--- src/rtl/sram_port_arbiter.sv ---
// rtl/sram_port_arbiter.sv - round-robin host/DPU arbiter with lock for one single-port SRAM
// Defining SRAM_ARB_STATS_EN adds saturating per-requester grant counters.
module sram_port_arbiter #(
  parameter int ADDR_W = 5,
  parameter int DATA_W = 32
`ifdef SRAM_ARB_STATS_EN
  ,
  parameter int CNT_W  = 16
`endif
) (
  input  logic              clk,
  input  logic              rst_n,
  input  logic              h_req,
  input  logic              h_we,
  input  logic [ADDR_W-1:0] h_addr,
  input  logic [DATA_W-1:0] h_wdata,
  input  logic              h_lock,
  output logic              h_gnt,
  output logic              h_rvalid,
  output logic [DATA_W-1:0] h_rdata,
  input  logic              d_req,
  input  logic              d_we,
  input  logic [ADDR_W-1:0] d_addr,
  input  logic [DATA_W-1:0] d_wdata,
  input  logic              d_lock,
  output logic              d_gnt,
  output logic              d_rvalid,
  output logic [DATA_W-1:0] d_rdata,
  output logic              sram_csb_n,
  output logic              sram_we_n,
  output logic [ADDR_W-1:0] sram_addr,
  output logic [DATA_W-1:0] sram_din,
  input  logic [DATA_W-1:0] sram_dout
`ifdef SRAM_ARB_STATS_EN
  ,
  output logic [CNT_W-1:0]  h_gnt_cnt,
  output logic [CNT_W-1:0]  d_gnt_cnt
`endif
);

  typedef enum logic [1:0] {IDLE = 2'd0, RD_CAP = 2'd1, RD_OUT = 2'd2} state_t;
  typedef enum logic [1:0] {OWN_NONE = 2'd0, OWN_H = 2'd1, OWN_D = 2'd2} owner_t;

  state_t            state_q, state_d;
  owner_t            owner_q, owner_d;
  logic              last_d_q, last_d_d;   // previous grant went to the DPU
  logic              rd_d_q, rd_d_d;       // read in flight belongs to the DPU
  logic [DATA_W-1:0] h_rdata_q, h_rdata_d, d_rdata_q, d_rdata_d;
  logic              h_elig, d_elig, pick_d, grant, win_we, win_lock;

  always_comb begin
    h_elig = 1'b0;
    d_elig = 1'b0;
    // The SRAM output register is busy during RD_CAP, so nobody is granted there.
    if (rst_n && state_q != RD_CAP) begin
      h_elig = h_req && (owner_q != OWN_D);
      d_elig = d_req && (owner_q != OWN_H);
    end
    pick_d   = d_elig && (!h_elig || !last_d_q);
    grant    = h_elig || d_elig;
    h_gnt    = h_elig && !pick_d;
    d_gnt    = pick_d;
    win_we   = pick_d ? d_we : h_we;
    win_lock = pick_d ? d_lock : h_lock;

    sram_csb_n = 1'b1;
    sram_we_n  = 1'b1;
    sram_addr  = '0;
    sram_din   = '0;
    if (grant) begin
      sram_csb_n = 1'b0;
      sram_we_n  = !win_we;
      sram_addr  = pick_d ? d_addr : h_addr;
      sram_din   = pick_d ? d_wdata : h_wdata;
    end

    h_rvalid = (state_q == RD_OUT) && !rd_d_q;
    d_rvalid = (state_q == RD_OUT) && rd_d_q;
  end

  always_comb begin
    state_d   = IDLE;
    owner_d   = owner_q;
    last_d_d  = last_d_q;
    rd_d_d    = rd_d_q;
    h_rdata_d = h_rdata_q;
    d_rdata_d = d_rdata_q;
    if (state_q == RD_CAP) begin
      state_d = RD_OUT;
      if (rd_d_q) d_rdata_d = sram_dout;
      else        h_rdata_d = sram_dout;
    end else if (grant && !win_we) begin
      state_d = RD_CAP;
      rd_d_d  = pick_d;
    end
    if ((owner_q == OWN_H && !h_lock) || (owner_q == OWN_D && !d_lock)) owner_d = OWN_NONE;
    if (grant) begin
      last_d_d = pick_d;
      if (win_lock) owner_d = pick_d ? OWN_D : OWN_H;
    end
  end

  always_ff @(posedge clk or negedge rst_n) begin
    if (!rst_n) begin
      state_q   <= IDLE;
      owner_q   <= OWN_NONE;
      last_d_q  <= 1'b1;
      rd_d_q    <= 1'b0;
      h_rdata_q <= '0;
      d_rdata_q <= '0;
    end else begin
      state_q   <= state_d;
      owner_q   <= owner_d;
      last_d_q  <= last_d_d;
      rd_d_q    <= rd_d_d;
      h_rdata_q <= h_rdata_d;
      d_rdata_q <= d_rdata_d;
    end
  end

  assign h_rdata = h_rdata_q;
  assign d_rdata = d_rdata_q;

`ifdef SRAM_ARB_STATS_EN
  logic [CNT_W-1:0] h_cnt_q, h_cnt_d, d_cnt_q, d_cnt_d;

  always_comb begin
    h_cnt_d = h_cnt_q;
    d_cnt_d = d_cnt_q;
    if (h_gnt && h_cnt_q != '1) h_cnt_d = h_cnt_q + 1'b1;
    if (d_gnt && d_cnt_q != '1) d_cnt_d = d_cnt_q + 1'b1;
  end

  always_ff @(posedge clk or negedge rst_n) begin
    if (!rst_n) begin
      h_cnt_q <= '0;
      d_cnt_q <= '0;
    end else begin
      h_cnt_q <= h_cnt_d;
      d_cnt_q <= d_cnt_d;
    end
  end

  assign h_gnt_cnt = h_cnt_q;
  assign d_gnt_cnt = d_cnt_q;
`endif

endmodule

--- config.mk ---
export PLATFORM = sky130hd
export DESIGN_NAME = sram_port_arbiter
export DESIGN_NICKNAME = d
export VERILOG_FILES = /design/src/rtl/sram_port_arbiter.sv
export SDC_FILE = /design/constraint.sdc
export NUM_CORES = 1
export LEC_CHECK = 0
export CORE_ASPECT_RATIO = 1.1
export CORE_UTILIZATION = 35
export CTS_BUF_LIST = sky130_fd_sc_hd__clkbuf_16
export DETAILED_ROUTE_END_ITERATION = 16
export PLACE_DENSITY = 0.8
export SYNTH_ARGS = -nofsm -noshare
export SYNTH_HDL_FRONTEND = slang
export SYNTH_SLANG_ARGS = --single-unit
--- constraint.sdc ---
create_clock -name clk -period 1.9 [get_ports clk]
set_input_delay 0.285 -clock clk [delete_from_list [all_inputs] [get_ports clk]]
set_output_delay 0.285 -clock clk [all_outputs]
set_load 0.02 [all_outputs]
# == Word-level counts from Yosys, hierarchy flattened ==
# Index checks and enable logic that the tools add are counted.
# classes
n_bitwise,2
muxes,16
reduce_logical,23
eq_ne,7
# ops
op,n
$mux W32,2
$logic_and A1 B1 Y1,10
$mux W2,5
$mux W5,2
$logic_not A1 Y1,7
$mux W1,7
$reduce_and A2 Y1,3
$eq A2 B1 Y1 const B,2
$eq A2 B2 Y1 const B,2
$ne A2 B1 Y1 const B,2
$logic_or A1 B1 Y1,3
$ne A2 B2 Y1 const B,1
$not A1 Y1,2
# word_totals
reg_bits,70
inputBits,114
out_inout_bits,107

# == Logic depth before layout (Yosys ltp) ==
# depth
depth_word,11
depth_mapped,6
depth_no_buf,4

# == Least setup slack after synthesis ==
# No wires, ideal clock.
# synth_path
path_type,register -> output
from,register owner_q[0]
to,output port sram_we_n
slack_ps,31
required_time_ps,1615
path_stages_with_launch,7
arrival_ps,1584
path_buffers,2
path_cell_list,dfrtp_1 > nand2b_1 > and4_4 > and2_4 > buf_6 > buf_6 > a22oi_1
# synth_via
elab_chain_len,9
# synth_lines
item,line_no,rtl
start: declaration,45,"owner_t owner_q, owner_d;"
start signal: assignment,113,owner_q <= owner_d;
$ne A2 B2 Y1,56,h_elig = h_req && (owner_q != OWN_D);
$logic_and A1 B1 Y1,56,
$mux W1,55,if (rst_n && state_q != RD_CAP) begin
$logic_not A1 Y1,59,pick_d = d_elig && (!h_elig || !last_d_q);
$logic_or A1 B1 Y1,59,
$logic_and A1 B1 Y1,59,
$mux W1,63,win_we = pick_d ? d_we : h_we;
$logic_not A1 Y1,72,sram_we_n = !win_we;
$mux W1 (*),70,if (grant) begin
end: declaration,30,"output logic sram_we_n,"
# Every way passes the cells marked *; elsewhere a longest branch is shown, timed or not.

# == Worst setup path after layout ==
# layout_path
from,register owner_q[0]
to,output port sram_din[10]
# layout_via
elab_chain_len,8
# layout_lines
item,line_no,rtl
$ne A2 B2 Y1,56,
$logic_and A1 B1 Y1,56,
$mux W1,55,
$logic_not A1 Y1,59,
$logic_or A1 B1 Y1,59,
$logic_and A1 B1 Y1,59,
$mux W32,74,sram_din = pick_d ? d_wdata : h_wdata;
$mux W32 (*),70,
end: declaration,32,"output logic [DATA_W-1:0] sram_din,"
# Marks and branches as above.

==> results.ini <==
[worst_setup_path]
required_ns = 1.62
r2r.worst_path.cells = 9
cpLargestDelayFamily = buffers and inverters
cp_max_fo = 7
startpoint = owner_q[0]$_DFF_PN0_
max_stage_delay_ns = 0.39
crit_path_frequent_cell = buf_6
end_kind = primary output
crit_path_cell_trace = buf_6 > nand2b_4 > nand4_4 > a31oi_4 > buf_8 > clkbuf_16 > a22o_1 > buf_6
cp.arrival_ns = 1.85
criticalPathCategory = reg -> out
slowest_stage = dfrtp_1
timing.critical_path.buf_inv = 4
r2r_start = state_q[1]$_DFF_PN0_
worstSetupStartpointType = flip-flop
cp.depth = 8

[finish]
synthToLayoutAreaGrowth_pct = 100
fin_nets = 599
antenna_cells = 0
stdcell_count = 601
postLayoutCoreUtil = 0.740
drive_above_1_share = 0.339
fin_area_um2 = 6320

[routing]
drc = 0
vias_per_cell = 5.07
vias = 3046
dr.pass1.iters = 4
wl_um = 12600
drtIter0Drc = 51
wl_per_cell_um = 21.0
antenna_left = 0

[clock_tree]
clockRootBuffer = clkbuf_16
cts_tree = built
clkTransAtPathRegs_ns = 0.05
clockBufferDepth = 2
worstSkewPairLatency_ns = 0.33
cts_sinks = 70
numCtsBuffers = 9
cts_htree_levels = 3

[global_route]
groute.usage.overall = 0.269
grt_start_max_net_pins = 71
grt_pass1_wl_um = 18400
antenna_found_initial = 1
grt_pass1_vias = 3266
overflow = 0

[floorplanning]
die_w_um = 92.5
die_h_um = 102
core_area_um2 = 8540
fp-row-count = 35
die-area_um2 = 9400
start_util = 0.370
ios = 221

[worst_hold_path]
hold_class = in -> async

[placement]
dpl_cell_area_um2 = 5660
place_congestion = 0.817
hpwl_um = 9180
portBuffers = 220
placed_cells_incl_taps = 566
pre_cts_slack_ns = -0.550

[timing]
fin_ws_ns = -0.231
skew_ns = 0.00772
finalSetupViolCount = 40
fmax_mhz = 469
fin_crit_sh = 1.12
grt_setup_unrepaired = true
fin_crit_ns = 2.13
slew-limit-headroom = 0.424
finalHoldViolCount = 0
slew_violations = 0
tightest_slew_ns = 0.863

[outcome]
status = complete, but fails checks
violations = setup timing

[yosys]
synth_ff_type = dfrtp_1
ys_types = 28
yosys.area.top_type = dfrtp_1
syn-instance-count = 226
yosys_warnings = 0
ys_ff_latch = 70
syn_area_um2 = 3160
synth_top_area_frac = 0.547
synth-edff-count = 0
synth_area_leaders = dfrtp_1 (55%), mux2_2 (19%), a22o_1 (11%)
synth_nets = 340
async_flop_share = 1.00
seq_area_frac_synth = 0.556
syn_area_per_cell_um2 = 14.0

[pwr]
fin_total_pwr_w = 0.00879
ir_drop_mv = 1.20
p_leak_nw = 2.74
pwr_density_cell_nw_per_um2 = 1390

[job]
maxCapViolations = 0

## routing by layer
metal | GRT usage | wire length [um]
met2 | 0.477 | 6500
met3 | 0.118 | 1370
met1 | 0.286 | 4530
met5 | 0 | 0
met4 | 0.0889 | 242
## cells in the mapped netlist (2+ instances only)
library cell / instances
mux2_2: 54
nor2_1: 3
buf_2: 10
nand2b_1: 3
inv_1: 6
a2bb2oi_1: 2
buf_6: 5
a21oi_1: 4
mux2_1: 10
o21ai_0: 4
nand2_1: 3
dfrtp_1: 69
a22o_1: 38
## stage by stage
stage | hold slack [ns] | setup TNS, ns
6_report | 0.293 | -7.58
3_3_place_gp | 0.469 | -19.32
4_1_cts | 0.311 | -5.51
2_1_floorplan | -0.0106 | 0
3_5_place_dp | 0.480 | -19.80
5_1_grt | 0.362 | -9.70
## sequential cells by signal (all words and copies together), names as in the netlist
name,flops
state_q,2
owner_q,2
h_rdata,32
d_rdata,32
rd_d_q,1
last_d_q,1
## power breakdown
| group | leakage, nW | internal [W] | total [W] | switching [W] |
|---|---|---|---|---|
| clock network | 0.155 | 0.00114 | 0.00175 | 0.000614 |
| registers | 0.832 | 0.00222 | 0.00262 | 0.000398 |
| logic | 1.75 | 0.00243 | 0.00442 | 0.00199 |
| total | 2.74 | 0.00579 | 0.00879 | 0.00300 |
## final timing paths
| kind | to | slack [ns] |
|---|---|---|
| setup / recovery | sram_din[10] | -0.23 |
| hold / removal | owner_q[0]$_DFF_PN0_ | 0.29 |
| setup reg to reg | d_rdata[24]$_DFFE_PN0P_ | 0.05 |
| hold reg to reg | d_rdata[0]$_DFFE_PN0P_ | 0.49 |
| max in group asynchronous | h_rdata[3]$_DFFE_PN0P_ | 1.07 |
| min in group clk | d_rdata[0]$_DFFE_PN0P_ | 0.49 |
## layout by cell type (no fill, tap or decap), types with 2 or more instances in the layout
cell type / count
buf_8: 3
clkbuf_16: 11
buf_6: 37
inv_1: 7
o21ai_0: 4
dlygate4sd2_1: 2
buf_4: 32
a21oi_1: 4
mux2_1: 9
nor2_1: 2
buf_12: 8
nand2b_4: 3
a22o_1: 37
mux2_2: 54
buf_16: 2
bufinv_16: 2
a2bb2oi_1: 2
nand2_1: 2
dfrtp_1: 69
clkdlybuf4s50_1: 176
## timing repair
| action | 4_1_cts | 5_1_grt |
|---|---|---|
| setup buffers | 9 | 7 |
| cloned | 3 | 2 |
| setup endpoints to repair | 43 | 41 |
| resized for setup | 237 | 17 |
| pin swaps | 20 | 4 |
| hold buffers | 0 | 0 |
## kinds of logic (layout without fill, tap and decap cells)
kind of cell	Yosys count	after routing	synth area share
AOI/OAI and AO/OA	54	54	0.140
buffers and inverters	21	285	0.0408
DFF	70	70	0.556
muxes	65	65	0.232
and+or+nand+nor	16	16	0.0321
## final cells by class
type	count	area, um^2
repair buffers	263	2750
flip-flops and latches	70	1750
clock inverters	7	88.8
clock buffers	9	225
inverters	6	22.5
multi-input cells	135	1340
well taps	111	139
fillers	591	2220
Note: power is estimated with default switching activity, not from simulation.
